`src/rtl/max_no_pkg.sv`:
```
// ---------------------------------------------------------------------------
// max_no_pkg
// Shared definitions for the max_no comparator and its serial-to-parallel
// lane packer front end.
//   DEFAULT_LANES : default number of lanes per packed vector
//   DEFAULT_WIDTH : default bits per sample/lane
//   pack_state_t  : packer state (FILL = collecting, HOLD = vector presented)
//   lane_t        : one lane of the vector handed to max_no.data_in
// ---------------------------------------------------------------------------
package max_no_pkg;

  localparam int DEFAULT_LANES = 4;
  localparam int DEFAULT_WIDTH = 4;

  typedef enum logic {
    FILL = 1'b0,
    HOLD = 1'b1
  } pack_state_t;

  typedef logic [DEFAULT_WIDTH-1:0] lane_t;

endpackage

```
`src/rtl/max_no_lane_packer.sv`:
```
// ---------------------------------------------------------------------------
// max_no_lane_packer
// Serial-to-parallel front end for the max_no comparator. Takes one sample per
// valid/ready beat and packs LANES samples into an unpacked vector, then
// presents that vector with valid/ready and holds it until it is accepted.
// in_last flushes a partial vector; lanes that were never written read as
// zero, which cannot win an unsigned max.
//
// Ports
//   clk        : clock, all logic on the rising edge
//   rst        : synchronous active-high reset
//   in_valid   : a sample is present on in_data
//   in_data    : sample value
//   in_last    : sample closes the current group (flush after it)
//   in_ready   : packer takes a sample this cycle
//   out_valid  : data_out/lane_mask hold a complete vector
//   data_out   : packed lanes, lane 0 = first sample of the vector
//   lane_mask  : bit i set = lane i holds a real sample
//   out_ready  : consumer takes the presented vector this cycle
// ---------------------------------------------------------------------------
module max_no_lane_packer
  import max_no_pkg::*;
#(
  parameter int LANES = DEFAULT_LANES,
  parameter int WIDTH = DEFAULT_WIDTH
) (
  input  logic             clk,
  input  logic             rst,
  input  logic             in_valid,
  input  logic [WIDTH-1:0] in_data,
  input  logic             in_last,
  output logic             in_ready,
  output logic             out_valid,
  output logic [WIDTH-1:0] data_out [LANES],
  output logic [LANES-1:0] lane_mask,
  input  logic             out_ready
);

  localparam int IW = (LANES > 1) ? $clog2(LANES) : 1;
  localparam logic [IW-1:0] LAST_IDX = IW'(LANES - 1);

  pack_state_t      state_q, state_d;
  logic [IW-1:0]    idx_q, idx_d;
  logic [WIDTH-1:0] lanes_q [LANES];
  logic [WIDTH-1:0] lanes_d [LANES];
  logic [LANES-1:0] mask_q, mask_d;
  logic             valid_q, valid_d;
  logic             accept;

  // A sample can be taken while collecting, or while presenting a vector in
  // the same cycle the consumer retires it. Reset blocks the input side.
  assign in_ready = !rst && ((state_q == FILL) || ((state_q == HOLD) && out_ready));
  assign accept   = in_valid && in_ready;

  // Next-state logic for the FSM, write index, lane registers and mask.
  always_comb begin
    state_d = state_q;
    idx_d   = idx_q;
    lanes_d = lanes_q;
    mask_d  = mask_q;
    valid_d = valid_q;

    case (state_q)
      FILL: begin
        if (accept) begin
          lanes_d[idx_q] = in_data;
          mask_d[idx_q]  = 1'b1;
          if ((idx_q == LAST_IDX) || in_last) begin
            state_d = HOLD;
            valid_d = 1'b1;
            idx_d   = '0;
          end else begin
            idx_d = idx_q + IW'(1);
          end
        end
      end

      HOLD: begin
        if (out_ready) begin
          // Retiring the presented vector always starts from a clean slate so
          // stale lanes never leak into the next vector.
          for (int i = 0; i < LANES; i++) begin
            lanes_d[i] = '0;
          end
          mask_d = '0;
          if (accept) begin
            // Back-to-back: the incoming sample becomes lane 0 of the next
            // vector in the same cycle the old one leaves.
            lanes_d[0] = in_data;
            mask_d[0]  = 1'b1;
            if (in_last || (LANES == 1)) begin
              state_d = HOLD;
              valid_d = 1'b1;
              idx_d   = '0;
            end else begin
              state_d = FILL;
              valid_d = 1'b0;
              idx_d   = IW'(1);
            end
          end else begin
            state_d = FILL;
            valid_d = 1'b0;
            idx_d   = '0;
          end
        end
      end

      default: begin
        state_d = FILL;
        idx_d   = '0;
        valid_d = 1'b0;
      end
    endcase
  end

  // State registers; reset discards any partial or presented vector.
  always_ff @(posedge clk) begin
    if (rst) begin
      state_q <= FILL;
      idx_q   <= '0;
      mask_q  <= '0;
      valid_q <= 1'b0;
      for (int i = 0; i < LANES; i++) begin
        lanes_q[i] <= '0;
      end
    end else begin
      state_q <= state_d;
      idx_q   <= idx_d;
      mask_q  <= mask_d;
      valid_q <= valid_d;
      for (int i = 0; i < LANES; i++) begin
        lanes_q[i] <= lanes_d[i];
      end
    end
  end

  assign out_valid = valid_q;
  assign lane_mask = mask_q;
  assign data_out  = lanes_q;

endmodule
```
`config.mk`:
```
export PLATFORM = sky130hd
export DESIGN_NAME = max_no_lane_packer
export DESIGN_NICKNAME = d
export VERILOG_FILES = /design/src/rtl/max_no_pkg.sv /design/src/rtl/max_no_lane_packer.sv
export SDC_FILE = /design/constraint.sdc
export NUM_CORES = 1
export LEC_CHECK = 0
export ABC_CLOCK_PERIOD_IN_PS = 1500
export BUFFER_PORTS_ARGS = -buffer_cell sky130_fd_sc_hd__buf_2
export CAP_MARGIN = 25
export CORE_MARGIN = 2
export CORE_UTILIZATION = 49
export DETAILED_ROUTE_END_ITERATION = 7
export PLACE_DENSITY = 0.78
export SYNTH_ARGS = -nofsm -noshare
export SYNTH_HDL_FRONTEND = slang
export SYNTH_SLANG_ARGS = --single-unit
export TNS_END_PERCENT = 100
```
`constraint.sdc`:
```
create_clock -name clk -period 1.5 [get_ports clk]
set_input_delay 0.075 -clock clk [delete_from_list [all_inputs] [get_ports clk]]
set_output_delay 0.075 -clock clk [all_outputs]
set_load 0.03 [all_outputs]
```
* Word-level counts from Yosys, hierarchy flattened
Cells that the tools add are included.
Word-level totals: flip-flop bits (word level) 24, logic and storage cells 59, input port bits 9
Cells by class: bitwise logic cells 3, magnitude comparators 4, reduce and logical (&&, ||, !) cells 10, eq/ne operators 4, mux-type cells 29, add/subtract/negate cells 1
Operator list (number):
- 2-to-1 mux 16 bit | 2
- one-hot mux 16 bit (2 select lines) | 1
- bitwise mux 16 bit | 1
- 2-to-1 mux 4 bit | 4
- 2-to-1 mux 1 bit | 11
- demux 4 bit (select 2 bit) | 1
- 2-to-1 mux 2 bit | 4
- one-hot mux 4 bit (2 select lines) | 1
- logical AND 1 bit | 5
- != test 2 bit (second input constant) | 2
- OR 4 bit | 1
- one-hot mux 1 bit (2 select lines) | 2
- one-hot mux 2 bit (2 select lines) | 1
- greater-or-equal comparator 3 bit (second input constant) | 1
- less-than comparator 2 x 3 -> 1 bit (second input constant) | 1
- less-than comparator 3 x 1 -> 1 bit (second input constant) | 1
- inverter 2 -> 3 bit | 1
- AND reduction 3 bit | 1
- adder 2 x 1 -> 2 bit (second input constant) | 1
- demux 1 bit (select 2 bit) | 1
- equality test 2 bit (second input constant) | 1
- greater-or-equal comparator 2 x 1 -> 1 bit (second input constant) | 1
- logical OR 1 bit | 2
- != test 2 x 1 -> 1 bit (second input constant) | 1
- 3 further kinds | 3

* Longest topological paths before layout
depth after elaboration 8, gate-level depth with buffers 6, gate-level depth less buffers 5

* Worst setup path after synthesis
No wires, ideal clock.
kind reg-to-reg, from reg idx_q[0], to reg lanes_q, in the netlist data_out[12], clock period less this slack 1366 ps, slack 134 ps, data arrival time 1249 ps, cell stages (with the launch flop) 6, path buffers 0, data required time 1383 ps, path through dfxtp_1 inv_1 ha_1 mux2_4 and3_4 a22o_1
Between the ends: longest elaborated chain between the ends 8, elaborated cells on any way between the ends 9
Ends and longest elaborated chain:
- start: declaration | line max_no_lane_packer.sv:43 | logic [IW-1:0] idx_q, idx_d;
- start signal: assignment | line max_no_lane_packer.sv:128 | idx_q <= idx_d;
- inverter 2 -> 3 bit (implied by the code) * | line max_no_lane_packer.sv:66 | lanes_d[idx_q] = in_data;
- greater-or-equal comparator 3 bit (implied by the code) or less-than comparator 3 x 1 -> 1 bit (tied branches) | line max_no_lane_packer.sv:66
- logical AND 1 bit (implied by the code) | line max_no_lane_packer.sv:66
- 2-to-1 mux 4 bit (implied by the code) | line max_no_lane_packer.sv:66
- demux 4 bit (select 2 bit) * | line max_no_lane_packer.sv:66
- bitwise mux 16 bit * | line max_no_lane_packer.sv:66
- 2-to-1 mux 16 bit * | line max_no_lane_packer.sv:65 | if (accept) begin
- one-hot mux 16 bit (2 select lines) * | line max_no_lane_packer.sv:63 | case (state_q)
- end signal: indexed assignment | line max_no_lane_packer.sv:132 | lanes_q[i] <= lanes_d[i];
- end: declaration | line max_no_lane_packer.sv:44 | logic [WIDTH-1:0] lanes_q [LANES];
Mark *: on every way between the ends. The rest lies on a longest branch, timed or not. The select of a mux whose other input is x is not followed. A chain may end at the register's enable or synchronous reset.

* Worst setup path after layout
from reg idx_q[0], to reg lanes_q, in the netlist data_out[15]
The elaborated chain is that of the path after synthesis.

==> impl_metrics.json <==
{
  "io_pins": 31,
  "die_w_um": 50.6,
  "tns_ps": 0,
  "leakage_nw": 0.570,
  "nFillCells": 194,
  "grt_pass1_wl_um": 3390,
  "die-area_um2": 2560,
  "coreArea_um2": 2000,
  "clk_pin_slew_worst_paths_ps": 130,
  "clock_sinks": 24,
  "cp.required_ps": 1720,
  "dr_total_vias": 888,
  "cts-hold-fix-buffers": 0,
  "ir_drop_mv": 0.595,
  "synth_nets": 125,
  "swShare": 0.263,
  "post_cts_resized": 0,
  "viasPerCell": 5.29,
  "synth.distinct_cells": 27,
  "rsz0062_at_grt": "false",
  "rows": 16,
  "post-route-min-period_ps": 1420,
  "setup_viol": 0,
  "grt_pass1_vias": 793,
  "hold_viol": 0,
  "drt_wl_total_um": 2120,
  "syn_avg_cell_area_um2": 9.52,
  "overflow": 0,
  "area_growth_pct": 16.7,
  "yosysSeqAreaShare": 0.451,
  "cp_max_fo": 4,
  "fin_area_um2": 1240,
  "pwr-share-clk": 0.283,
  "dr.pass1.iters": 4,
  "worstMarginPinSlew_ps": 346,
  "antenna_found_initial": 0,
  "netlist_area_um2": 1070,
  "drcViolationCount": 0,
  "p_int_w": 0.000871,
  "die_y_um": 50.6,
  "crit_type": "reg -> reg",
  "synth_edf_count": 0,
  "tritoncts.num_buffers": 3,
  "ant_nets": 0,
  "fmax_mhz": 707,
  "async_reset_ff_frac": 0,
  "hp-class": "in -> reg",
  "antenna_cells": 0,
  "cts_max_level": 1,
  "cts.root.buffer_cell": "clkbuf_4",
  "dpl_cell_area_um2": 1200,
  "cts_tree": "done",
  "slew_headroom": 0.769,
  "initial_utilization": 0.532,
  "power_frac_comb": 0.147,
  "place.gp.congestion": 0.732,
  "power_density_nw_per_um2": 950,
  "status": "complete, no violations",
  "crit_arrival_ps": 1630,
  "place.detailed.hpwl_um": 1590,
  "drt_first_iter_violations": 13,
  "yosys_register_bits": 24,
  "final_nets": 155,
  "grt_usage": 0.174,
  "cts_setup_buffers": 0,
  "wire_per_inst_um": 12.6,
  "power_frac_seq": 0.571,
  "io_buffers": 30,
  "cts_buffer_depth": 2,
  "synthFlopType": "dfxtp_1",
  "grt_max_degree": 14,
  "insertion_delay_ps": 310,
  "cp-end-kind": "register",
  "ys.warnings.count": 0,
  "maxCapViolations": 0,
  "p_switching_w": 0.000310,
  "crit_path_start_kind": "register",
  "drive_above_1_share": 0.355,
  "period_share": 0.943,
  "synthCells": 112,
  "skew_ps": 2.23,
  "slew_viol_final": 0
}
[worst paths after layout]
check | cells after the start | to | from | slack [ps]
worst min-delay path | 3 | data_out[3]$_SDFFE_PP0P_ | in_data[3] | 20
worst max register to register | 5 | data_out[15]$_SDFFE_PP0P_ | idx_q[0]$_SDFFE_PP0P_ | 80
worst max-delay path | 5 | data_out[15]$_SDFFE_PP0P_ | idx_q[0]$_SDFFE_PP0P_ | 80
worst min register to register | 2 | data_out[3]$_SDFFE_PP0P_ | data_out[3]$_SDFFE_PP0P_ | 450
[sequential cells by signal, summed over array words and instances (netlist names)]
| register | count |
|---|---|
| data_out | 16 |
| lane_mask | 4 |
| idx_q | 2 |
| out_valid | 1 |
| state_q | 1 |
[layout by cell type (no fill, tap or decap), drive strengths merged, types with 2 or more instances in the layout]
master | synthesis | routed
ha | 4 | 4
clkbuf | 0 | 4
and4bb | 3 | 3
nand3 | 2 | 2
inv | 3 | 3
nand2 | 25 | 25
dfxtp | 24 | 24
a22oi | 4 | 4
nand2b | 2 | 2
buf | 6 | 31
o21ai | 15 | 15
nor2b | 2 | 2
a22o | 4 | 4
a21oi | 5 | 5
nor2 | 5 | 5
[power by group through the flow]
stage	Clock (W)	Combinational [W]	Sequential, W
detailed placement	0	0.000172	0.000687
floorplan	0	0.0000851	0.000722
CTS	0.000344	0.000172	0.000673
global placement	0	0.000168	0.000687
finish	0.000334	0.000173	0.000674
global route	0.000369	0.000187	0.000678
[cells in the mapped netlist, types with 2 or more instances]
cell type,count,area [µm²]
nand2b_1,2,12.5
and4bb_1,3,37.5
a21oi_1,4,20.0
inv_1,3,11.3
nand3_1,2,10.0
a22oi_1,4,30.0
ha_1,4,50.1
buf_6,5,56.3
o21ai_0,2,10.0
o21ai_1,7,35.0
dfxtp_1,24,480
nand2_1,25,93.8
a22o_1,4,35.0
o21ai_2,6,52.6
nor2_1,5,18.8
[layout make-up]
class	instances	area (µm²)	area share
multi-input cells	79	520	0.419
flip-flops and latches	24	484	0.389
repair buffers	31	158	0.127
clock buffers	4	36.3	0.0292
well taps	27	33.8	0.0272
inverters	3	11.3	0.00905
[logic make-up (layout without fill, tap and decap cells)]
| kind of cell | Yosys count | after routing | share of synthesized area |
|---|---|---|---|
| adder cells (fa/ha/maj) | 4 | 4 | 0.0470 |
| flip-flops | 24 | 24 | 0.451 |
| multiplexers | 1 | 1 | 0.0141 |
| AND/OR/NAND/NOR | 44 | 44 | 0.224 |
| AO/OA/AOI/OAI | 30 | 30 | 0.196 |
| buffers and inverters | 9 | 38 | 0.0681 |
[metrics by stage]
step | utilization | hold slack (ps) | total power, W | setup slack, ps | std cells
floorplan | - | 188 | 0.000807 | 134 | 112
global placement | 0.598 | 343 | 0.000854 | 100 | 164
detailed placement | 0.598 | 344 | 0.000859 | 39.3 | 164
finish | 0.621 | 21.2 | 0.00118 | 84.8 | 168
CTS | 0.616 | 16.5 | 0.00119 | 23.0 | 168
global route | 0.621 | 6.53 | 0.00123 | 11.1 | 168
[routing by layer]
metal	up-vias	global-route usage	wire, µm
li1	446	-	-
met1	414	0.213	963
met2	24	0.296	983
met3	4	0.0357	123
met4	0	0.0676	46
met5	-	0	0
[worst max-delay path: stages, from the launching register on]
cell     delay (ps)
dfxtp_2         380
inv_1            70
ha_1            230
mux2_4          280
and3_4          200
a22o_1          170
Power figures use the tool's default switching activity.
